--- src/rtl/axi4lite_pkg.sv ---
// Shared AXI4-Lite definitions: response codes and the write-arbiter state encoding.
package axi4lite_pkg;

    localparam logic [1:0] OKAY   = 2'b00;
    localparam logic [1:0] SLVERR = 2'b10;

    localparam logic [1:0] ST_IDLE = 2'd0;
    localparam logic [1:0] ST_XFER = 2'd1;
    localparam logic [1:0] ST_RESP = 2'd2;
    localparam logic [1:0] ST_DONE = 2'd3;

    typedef enum logic [1:0] {
        IDLE = ST_IDLE,
        XFER = ST_XFER,
        RESP = ST_RESP,
        DONE = ST_DONE
    } state_t;

endpackage

--- src/rtl/rr_arbiter.sv ---
// Combinational round-robin pick: first set request at or after last+1 (mod N).
module rr_arbiter #(
    parameter int N  = 4,
    parameter int IW = $clog2(N)
) (
    input  logic [N-1:0]  i_req,
    input  logic [IW-1:0] i_last,
    output logic          o_grant_valid,
    output logic [IW-1:0] o_grant_idx,
    output logic [N-1:0]  o_grant_onehot
);

    logic [IW-1:0] w_cand;

    always_comb begin
        o_grant_valid = 1'b0;
        o_grant_idx   = '0;
        w_cand        = '0;
        for (int k = 1; k <= N; k++) begin
            w_cand = IW'((int'(i_last) + k) % N);
            if (!o_grant_valid && i_req[w_cand]) begin
                o_grant_valid = 1'b1;
                o_grant_idx   = w_cand;
            end
        end
    end

    for (genvar gi = 0; gi < N; gi++) begin : g_onehot
        assign o_grant_onehot[gi] = o_grant_valid && (o_grant_idx == IW'(gi));
    end

endmodule

--- src/rtl/axi4lite_write_arbiter.sv ---
// Serialises single-beat writes from N requesters onto one AXI4-Lite write port,
// granting round-robin and returning BRESP to the issuing requester.
module axi4lite_write_arbiter
    import axi4lite_pkg::*;
#(
    parameter int         N          = 4,
    parameter logic [2:0] AWPROT_VAL = 3'b000
) (
    input  logic            aclk,
    input  logic            aresetn,
    input  logic [N-1:0]    req,
    input  logic [N*32-1:0] req_addr,
    input  logic [N*32-1:0] req_data,
    input  logic [N*4-1:0]  req_strb,
    output logic [N-1:0]    done,
    output logic [1:0]      done_resp,
    output logic            awvalid,
    input  logic            awready,
    output logic [31:0]     awaddr,
    output logic [2:0]      awprot,
    output logic            wvalid,
    input  logic            wready,
    output logic [31:0]     wdata,
    output logic [3:0]      wstrb,
    input  logic            bvalid,
    output logic            bready,
    input  logic [1:0]      bresp
);

    localparam int IW = $clog2(N);

    state_t        r_state, r_state_next;
    logic [IW-1:0] r_last, r_last_next;
    logic          r_awvalid, r_awvalid_next;
    logic          r_wvalid, r_wvalid_next;
    logic          r_bready, r_bready_next;
    logic [31:0]   r_awaddr, r_awaddr_next;
    logic [31:0]   r_wdata, r_wdata_next;
    logic [3:0]    r_wstrb, r_wstrb_next;
    logic [N-1:0]  r_done, r_done_next;
    logic [1:0]    r_done_resp, r_done_resp_next;

    logic          w_gnt_valid;
    logic [IW-1:0] w_gnt_idx;
    logic [N-1:0]  w_gnt_onehot;
    logic [N-1:0]  w_last_onehot;

    rr_arbiter #(.N(N), .IW(IW)) u_rr (
        .i_req          (req),
        .i_last         (r_last),
        .o_grant_valid  (w_gnt_valid),
        .o_grant_idx    (w_gnt_idx),
        .o_grant_onehot (w_gnt_onehot)
    );

    // r_last doubles as the index of the in-flight grant once past IDLE.
    for (genvar gi = 0; gi < N; gi++) begin : g_last_onehot
        assign w_last_onehot[gi] = (r_last == IW'(gi));
    end

    always_comb begin
        r_state_next     = r_state;
        r_last_next      = r_last;
        r_awvalid_next   = r_awvalid;
        r_wvalid_next    = r_wvalid;
        r_bready_next    = r_bready;
        r_awaddr_next    = r_awaddr;
        r_wdata_next     = r_wdata;
        r_wstrb_next     = r_wstrb;
        r_done_next      = r_done;
        r_done_resp_next = r_done_resp;
        case (r_state)
            IDLE: begin
                if (w_gnt_valid) begin
                    r_awaddr_next  = req_addr[int'(w_gnt_idx)*32 +: 32];
                    r_wdata_next   = req_data[int'(w_gnt_idx)*32 +: 32];
                    r_wstrb_next   = req_strb[int'(w_gnt_idx)*4 +: 4];
                    r_awvalid_next = 1'b1;
                    r_wvalid_next  = 1'b1;
                    r_last_next    = w_gnt_idx;
                    r_state_next   = XFER;
                end
            end
            XFER: begin
                // AW and W complete independently; leave once both are gone.
                r_awvalid_next = r_awvalid && !awready;
                r_wvalid_next  = r_wvalid && !wready;
                if (!r_awvalid_next && !r_wvalid_next) begin
                    r_bready_next = 1'b1;
                    r_state_next  = RESP;
                end
            end
            RESP: begin
                if (bvalid) begin
                    r_done_next      = w_last_onehot;
                    r_done_resp_next = bresp;
                    r_bready_next    = 1'b0;
                    r_state_next     = DONE;
                end
            end
            DONE: begin
                r_done_next  = '0;
                r_state_next = IDLE;
            end
            default: r_state_next = IDLE;
        endcase
    end

    always_ff @(posedge aclk or negedge aresetn) begin
        if (!aresetn) begin
            r_state     <= IDLE;
            r_last      <= IW'(N - 1);
            r_awvalid   <= 1'b0;
            r_wvalid    <= 1'b0;
            r_bready    <= 1'b0;
            r_awaddr    <= '0;
            r_wdata     <= '0;
            r_wstrb     <= '0;
            r_done      <= '0;
            r_done_resp <= OKAY;
        end else begin
            r_state     <= r_state_next;
            r_last      <= r_last_next;
            r_awvalid   <= r_awvalid_next;
            r_wvalid    <= r_wvalid_next;
            r_bready    <= r_bready_next;
            r_awaddr    <= r_awaddr_next;
            r_wdata     <= r_wdata_next;
            r_wstrb     <= r_wstrb_next;
            r_done      <= r_done_next;
            r_done_resp <= r_done_resp_next;
        end
    end

    assign done      = r_done;
    assign done_resp = r_done_resp;
    assign awvalid   = r_awvalid;
    assign awaddr    = r_awaddr;
    assign awprot    = AWPROT_VAL;
    assign wvalid    = r_wvalid;
    assign wdata     = r_wdata;
    assign wstrb     = r_wstrb;
    assign bready    = r_bready;

endmodule

--- config.mk ---
export PLATFORM = sky130hd
export DESIGN_NAME = axi4lite_write_arbiter
export DESIGN_NICKNAME = d
export VERILOG_FILES = /design/src/rtl/axi4lite_pkg.sv /design/src/rtl/rr_arbiter.sv /design/src/rtl/axi4lite_write_arbiter.sv
export SDC_FILE = /design/constraint.sdc
export NUM_CORES = 1
export LEC_CHECK = 0
export CORE_ASPECT_RATIO = 1.1
export CORE_MARGIN = 8
export CORE_UTILIZATION = 30
export CTS_CLUSTER_DIAMETER = 50
export DETAILED_ROUTE_END_ITERATION = 10
export GPL_TIMING_DRIVEN = 0
export PLACE_DENSITY = 0.65
export SETUP_SLACK_MARGIN = 0.15
export SLEW_MARGIN = 30
export SYNTH_ARGS = -nofsm -noshare
export SYNTH_HDL_FRONTEND = slang
export SYNTH_SLANG_ARGS = --single-unit
--- constraint.sdc ---
create_clock -name aclk -period 7.2 [get_ports aclk]
set_clock_uncertainty 0.2 [all_clocks]
set_input_delay 1.44 -clock aclk [delete_from_list [all_inputs] [get_ports aclk]]
set_output_delay 1.44 -clock aclk [all_outputs]
set_load 0.02 [all_outputs]
==> results of run 1 <==
[registers in the layout (all words and copies together), names as in the netlist]
register   count
r_last         2
done           4
wvalid         1
done_resp      2
r_state        2
bready         1
wdata         32
wstrb          4
awaddr        32
awvalid        1
[kinds of logic (layout without fill, tap and decap cells)]
group	Yosys count	in the layout	synth area share [%]
other	1	4	0.0575
adder cells (fa/ha/maj)	9	9	1.73
AND/OR/NAND/NOR	141	141	9.51
buffers and inverters	85	460	5.89
multiplexers	113	113	20.6
flip-flops	81	81	31.1
AO/OA/AOI/OAI	272	272	31.0
XOR/XNOR	1	1	0.134
[through the flow]
| step | area (um^2) | worst slack (ns) | total power, mW |
|---|---|---|---|
| finish | 10800 | 2.67 | 5.12 |
| global route | 10800 | 2.42 | 5.49 |
| CTS | 10800 | 2.58 | 5.17 |
| detailed placement | 10500 | 2.21 | 4.66 |
| global placement | 10500 | 1.14 | 4.62 |
| floorplan | 6530 | 3.37 | 3.29 |
[critical path, stage by stage]
cell	delay [ns]
clkdlybuf4s50_1	0.53
mux4_2	0.51
and2b_1	0.24
a21oi_2	0.34
buf_2	0.36
buf_2	0.34
mux2_2	0.37
o211ai_1	0.21
o311ai_0	0.18
[power breakdown]
part	leakage (nW)	internal (mW)	switching, mW
registers	0.992	0.702	0.132
logic	2.94	1.74	2.05
clock network	0.151	0.275	0.218
[synth_stat cells (2+ instances only)]
| library cell | n | area share, % |
|---|---|---|
| a211o_1 | 2 | 0.27 |
| a21o_1 | 2 | 0.23 |
| a21oi_1 | 34 | 2.6 |
| a221o_1 | 29 | 4.4 |
| a22o_1 | 8 | 1.1 |
| a31oi_1 | 3 | 0.29 |
| and3_1 | 2 | 0.19 |
| buf_1 | 12 | 0.69 |
| buf_2 | 19 | 1.5 |
| buf_4 | 3 | 0.35 |
| buf_6 | 4 | 0.69 |
| clkbuf_1 | 41 | 2.4 |
| dfrtp_1 | 79 | 30 |
| dfstp_2 | 2 | 0.81 |
| ha_1 | 9 | 1.7 |
| inv_1 | 6 | 0.35 |
| mux2_2 | 99 | 17 |
| mux2_4 | 10 | 2.3 |
| mux4_2 | 3 | 1.0 |
| nand2_1 | 49 | 2.8 |
| nand2b_1 | 6 | 0.58 |
| nand3_1 | 30 | 2.3 |
| nor2_1 | 44 | 2.5 |
| nor2b_1 | 3 | 0.29 |
| nor4_1 | 2 | 0.19 |
| o211ai_1 | 41 | 4.7 |
| o21ai_0 | 31 | 2.4 |
| o22a_1 | 38 | 5.1 |
| o22ai_1 | 38 | 3.6 |
| o311ai_0 | 38 | 5.1 |
[placed cells by master, fill, tap and decap left out, types with 2 or more instances in the layout]
master           instances
clkdlybuf4s50_1        357
mux2_2                  99
dfrtp_1                 79
nand2_1                 49
nor2_1                  44
clkbuf_1                41
o211ai_1                41
o22ai_1                 38
o22a_1                  38
o311ai_0                38
a21oi_1                 34
o21ai_0                 31
nand3_1                 30
a221o_1                 29
buf_2                   19
buf_1                   12
mux2_4                  10
ha_1                     9
clkbuf_16                9
a22o_1                   8
inv_1                    6
nand2b_1                 6
buf_6                    5
inv_6                    4
nor2b_1                  3
mux4_2                   3
a31oi_1                  3
buf_4                    3
conb_1                   3
a211o_1                  2
a21o_1                   2
nor4_1                   2
and3_1                   2
clkinv_4                 2
dfstp_2                  2
[area by class of cell]
type	count	area share, %
diodes	1	0.0231
repair buffers	359	33.4
clock buffers	9	2.08
multi-input cells	539	38.1
plain buffers	79	3.34
flip-flops and latches	81	18.8
inverters	6	0.208
clock inverters	7	0.763
well taps	290	3.35
[path summary, 6_finish.rpt]
| kind | startpoint | to | slack, ns | depth (start not counted) |
|---|---|---|---|---|
| hold reg to reg | awaddr[30] | awaddr[30] | 0.31 | 2 |
| max in group asynchronous | aresetn | wdata[13] | 5.44 | 2 |
| hold / removal | awaddr[30] | awaddr[30] | 0.31 | 2 |
| setup reg to reg | r_last[1] | awaddr[18] | 3.05 | 11 |
| min in group asynchronous | aresetn | done_resp[0] | 0.79 | 1 |
| setup / recovery | req[3] | awaddr[18] | 2.67 | 9 |
[layer usage]
layer | vias up | part of all wire (%) | wire, um
li1 | 3506 | - | -
met1 | 3591 | 38 | 11800
met2 | 319 | 49 | 15400
met3 | 45 | 9.9 | 3080
met4 | 4 | 2.4 | 761
met5 | - | 0.10 | 31
==> impl_metrics.py, run 1 <==
metrics = {
    "yosys": {
        "ys_seq_area_share_pct": 31.1,
        "syn_inst": 703,
        "yosys_warnings": 0,
        "synth-edff-count": 0,
        "synth-seq-cells": 81,
        "synth_cell_types": 46,
        "syn_area_um2": 6530,
        "avgSynthCellArea_um2": 9.28,
        "async_flop_share_pct": 100,
        "synth_ff_type": "dfrtp_1",
    },
    "route": {
        "vias": 7465,
        "avgRoutedWirePerCell_um": 22.7,
        "ant_nets": 0,
        "drt_wl_total_mm": 31.1,
        "drc": 0,
        "via_per_inst": 5.44,
        "drt_iter0_markers": 308,
        "drt_pass1_iterations": 5,
    },
    "clock_tree": {
        "cts.clk_slew.worst_paths_ns": 0.07,
        "numCtsBuffers": 9,
        "tritoncts": "built",
        "clk_latency_ns": 0.35,
        "cts_resized": 0,
        "clockRootBuffer": "clkbuf_16",
        "cts_buffer_depth": 2,
        "holdBufCountCts": 0,
        "cts_max_level": 3,
        "cts.sinks": 81,
        "post_cts_buffers": 0,
    },
    "power": {
        "cellPowerDensity_nw_per_um2": 473,
        "p_leak_nw": 4.08,
        "max-vdd-ir-drop_mv": 0.215,
    },
    "grt": {
        "overflow": 0,
        "use_met3_pct": 8.13,
        "use_met1_pct": 24.4,
        "antenna_found_initial": 3,
        "grt_first_pass_wirelength_mm": 46.4,
        "grt_max_degree": 45,
        "grt_use_total_pct": 22.5,
        "grt_pass1_vias": 7977,
        "gr-usage-met2_pct": 40.1,
        "busiest_layer": "met2",
    },
    "floorplan": {
        "die_w_um": 157,
        "rows": 56,
        "io_pins": 363,
        "coreArea_um2": 21400,
        "die_area_um2": 26700,
        "die_y_um": 171,
        "start_util_pct": 30.5,
    },
    "layout": {
        "post-route-util_pct": 50.6,
        "area_growth_pct": 65.8,
        "regArea_um2": 2030,
        "fin_nets": 1367,
        "n_fill_cell": 2068,
        "drive_gt1_share_pct": 15.0,
        "multi_input_area_um2": 4120,
        "fin_cells": 1371,
    },
    "placed_design": {
        "port_buffers": 358,
        "dp_hpwl_mm": 24.9,
        "gp_congestion": 0.840,
        "dpl.cell_count": 1354,
    },
    "timing": {
        "post-route-period-util_pct": 62.9,
        "final_hold_viol_count": 0,
        "tns_ns": 0,
        "whs_ns": 0.305,
        "drv_slew": 0,
        "setup_viol": 0,
        "layout_min_cycle_time_ns": 4.53,
        "slew_headroom_pct": 56.1,
        "worst_pin_slew_ns": 0.655,
        "rsz0062_at_grt": "false",
        "fmax_mhz": 221,
    },
    "critical_path": {
        "cp_max_fo": 10,
        "critPathKind": "in2reg",
        "start_kind": "input pin",
        "critPathCaptureType": "register",
        "cp.arrival_ns": 4.53,
        "crit_required_ns": 7.21,
    },
    "hold_path": {
        "holdCritPathClass": "reg2reg",
    },
    "run": {
        "maxCapViolations": 0,
    },
    "status": {
        "outcome": "finished clean",
    },
}
No activity file was read; power rests on OpenSTA's default activity.
==> run 2: changes to the inputs <==
==> constraint.sdc (replaced) <==
create_clock -name aclk -period 4.7 [get_ports aclk]
set_clock_uncertainty 0.2 [all_clocks]
set_input_delay 0.94 -clock aclk [delete_from_list [all_inputs] [get_ports aclk]]
set_output_delay 0.94 -clock aclk [all_outputs]
set_load 0.02 [all_outputs]
==> results of run 2 <==
The final DEF is identical to that of run 1. Status: finished clean.
Among the figures that moved: setup slack after placement 2.21 ns -> 0.213 ns; setup slack after layout 2.67 ns -> 0.553 ns; hold slack 0.305 ns -> 0.293 ns; start point of the critical path req[3] -> r_last[1]; register-to-register setup slack 3.05 ns -> 0.55 ns; total power 5.12 mW -> 7.84 mW; worst IR drop on VDD 0.215 mV -> 0.329 mV
==> patch (flow settings as in run 2) <==
`N` is set to 4 in 2 places; all go to 8.
--- a/src/rtl/rr_arbiter.sv
+++ b/src/rtl/rr_arbiter.sv
@@ -1,5 +1,5 @@
 // Combinational round-robin pick: first set request at or after last+1 (mod N).
 module rr_arbiter #(
-    parameter int N  = 4,
+    parameter int N  = 8,
     parameter int IW = $clog2(N)
 ) (
--- a/src/rtl/axi4lite_write_arbiter.sv
+++ b/src/rtl/axi4lite_write_arbiter.sv
@@ -4,5 +4,5 @@
     import axi4lite_pkg::*;
 #(
-    parameter int         N          = 4,
+    parameter int         N          = 8,
     parameter logic [2:0] AWPROT_VAL = 3'b000
 ) (
Interface: changed (5 resized); port bits go from 363 to 643. The function was not compared with the original's and may differ.
==> patch against run 2 <==
Critical path depth up 4. Count of clock-buffer cells in the layout up 2. Cell area up 79%. Core utilization up 1.4 points. Setup slack worse by 0.29 ns. Die area up 65%. Global-route usage up 9.7 points. Sequential cell count up 5. Wire length up 140%. Synthesized area up 73%. Fmax down 6.5%.
Power is left out: the tool's default activity adds up to more than one toggle a clock period on the data nets, which glitch-free logic cannot reach.
==> patch: results (changes against run 2) <==
Outcome
  – Status: finished, final reports clean

Synthesis
  – Post-synthesis mux area share: 0.116 (-0.0896)
  – Fraction of registers with async set/reset: 1.00 (unchanged)
  – Syn. warnings: 0 (unchanged)
  – Area contributors post-synth: o2111ai_1 26%, dfrtp_1 18%, inv_1 7.2%
  – Primary FF master, synth: dfrtp_1
  – Distinct cells, synth: 57 (+24%)
  – Adder-Cell Fraction of Synth Area: 0.0133 (-0.00398)
  – Post-synthesis sequential area ratio: 0.191 (-0.120)
  – Post-synthesis compound-gate area fraction: 0.462 (+0.152)
  – Post-synthesis xor/xnor area fraction: 0.00155 (+0.000206)
  – Top cells by count, synth: 340 x o2111ai_1, 218 x inv_1, 116 x clkbuf_1

Setup path
  – R2R cell count: 15 (+4)
  – Setup crit end kind: flop
  – Slowest stage delay, CP: 0.58 ns (+0.03 ns)
  – Launch point of the worst path: r_last[1]$_DFFE_PN1P_
  – Worst-path fanout max: 10 (unchanged)
  – RR Endpoint: wdata[7]$_DFFE_PN0P_
  – Critical Path AT: 4.47 ns (+0.32 ns)
  – Internal reg-to-reg setup slack: 0.26 ns (-0.29 ns)
  – Slowest CP cell: dfstp_2

Clock network
  – Root buffer cell: clkbuf_16
  – Clock transition at path regs: 0.08 ns
  – H-tree depth: 3 (unchanged)
  – Total CTS buffers: 9 (unchanged)
  – CTS Buffer Depth: 2 (unchanged)
  – Clock latency on the worst-skew pair: 0.36 ns

Placed design
  – Final Wtd Congestion: 0.974 (+16%)
  – Post-Place Cell Area: 18,400 sq um (+75%)
  – IO buf count: 638 (+78%)
  – DP HPWL: 61,200 um (+150%)

Global route
  – Initial antenna violation count: 22 (+19)
  – Largest net degree at the start of global routing: 50 (+11%)
  – First-pass GRT wire length: 107,000 um (+130%)
  – Vias in the first global route: 16,100 (+100%)
  – GRT Total Usage: 0.322 (+0.0966)

Hold path
  – Hold Crit Class: primary input to asynchronous set/reset pin

Routing
  – First drt pass iteration count: 7 (+2)
  – Drt initial violations: 1,307 (+320%)
  – Post-Route WL: 75,500 um (+140%)
  – Vias per inst: 6.07 (+12%)

Layout
  – Fin nets: 2,661 (+95%)
  – Fillers: 3,537 (+71%)
  – Share of post-route cells with drive strength above 1: 0.132 (-0.0183)

STA
  – Worst-margin pin slew: 0.731 ns (+0.0763 ns)
-- patch: cell families after synthesis --
group                      after synthesis
muxes                                  102
and+or+nand+nor                        123
AOI/OAI and AO/OA                      663
buffers and inverters                  428
other                                    1
xor gates and xnor gates                 2
DFF                                     86
adders and majority gates               12
-- patch: metrics by stage --
stage | utilization | instances | hold slack (ns) | setup WS (ns)
global placement | 0.494 | 2551 | 0.265 | -1.18
global route | 0.520 | 2599 | 0.311 | 0.131
detailed placement | 0.495 | 2552 | 0.279 | -0.771
CTS | 0.513 | 2587 | 0.297 | 0.136
floorplan | - | 1419 | 0.333 | 0.655
finish | 0.520 | 2606 | 0.286 | 0.263
-- patch: layout make-up --
cell class | count | area share
buffer | 207 | 0.0637
sequential | 86 | 0.112
inverter | 219 | 0.0428
clock inverter | 5 | 0.00207
antenna | 17 | 0.00220
multi-input combinational | 905 | 0.391
clock buffer | 11 | 0.0131
tap | 494 | 0.0320
timing repair buffer | 662 | 0.342
-- patch: per-layer routing --
metal	share of wire	vias up	track usage
met1	0.38	7626	0.377
met4	0.033	12	0.123
met2	0.48	994	0.545
met5	0.00099	-	0
met3	0.10	149	0.103
li1	-	7048	-
-- patch: critical path, delay by kind of cell (launching register included) --
family | cells | cell delay (ns)
multiplexers | 3 | 1.10
AO/OA/AOI/OAI | 4 | 1.04
buffers and inverters | 6 | 0.96
flip-flops | 1 | 0.58
adder cells (fa/ha/maj) | 1 | 0.30
AND/OR/NAND/NOR | 1 | 0.12
-- patch: what timing repair did --
| action | in CTS | in global routing |
|---|---|---|
| buffers inserted | 20 | 3 |
| pin swaps | 11 | 11 |
| setup endpoints to repair | 71 | 68 |
| resized for setup | 61 | 136 |
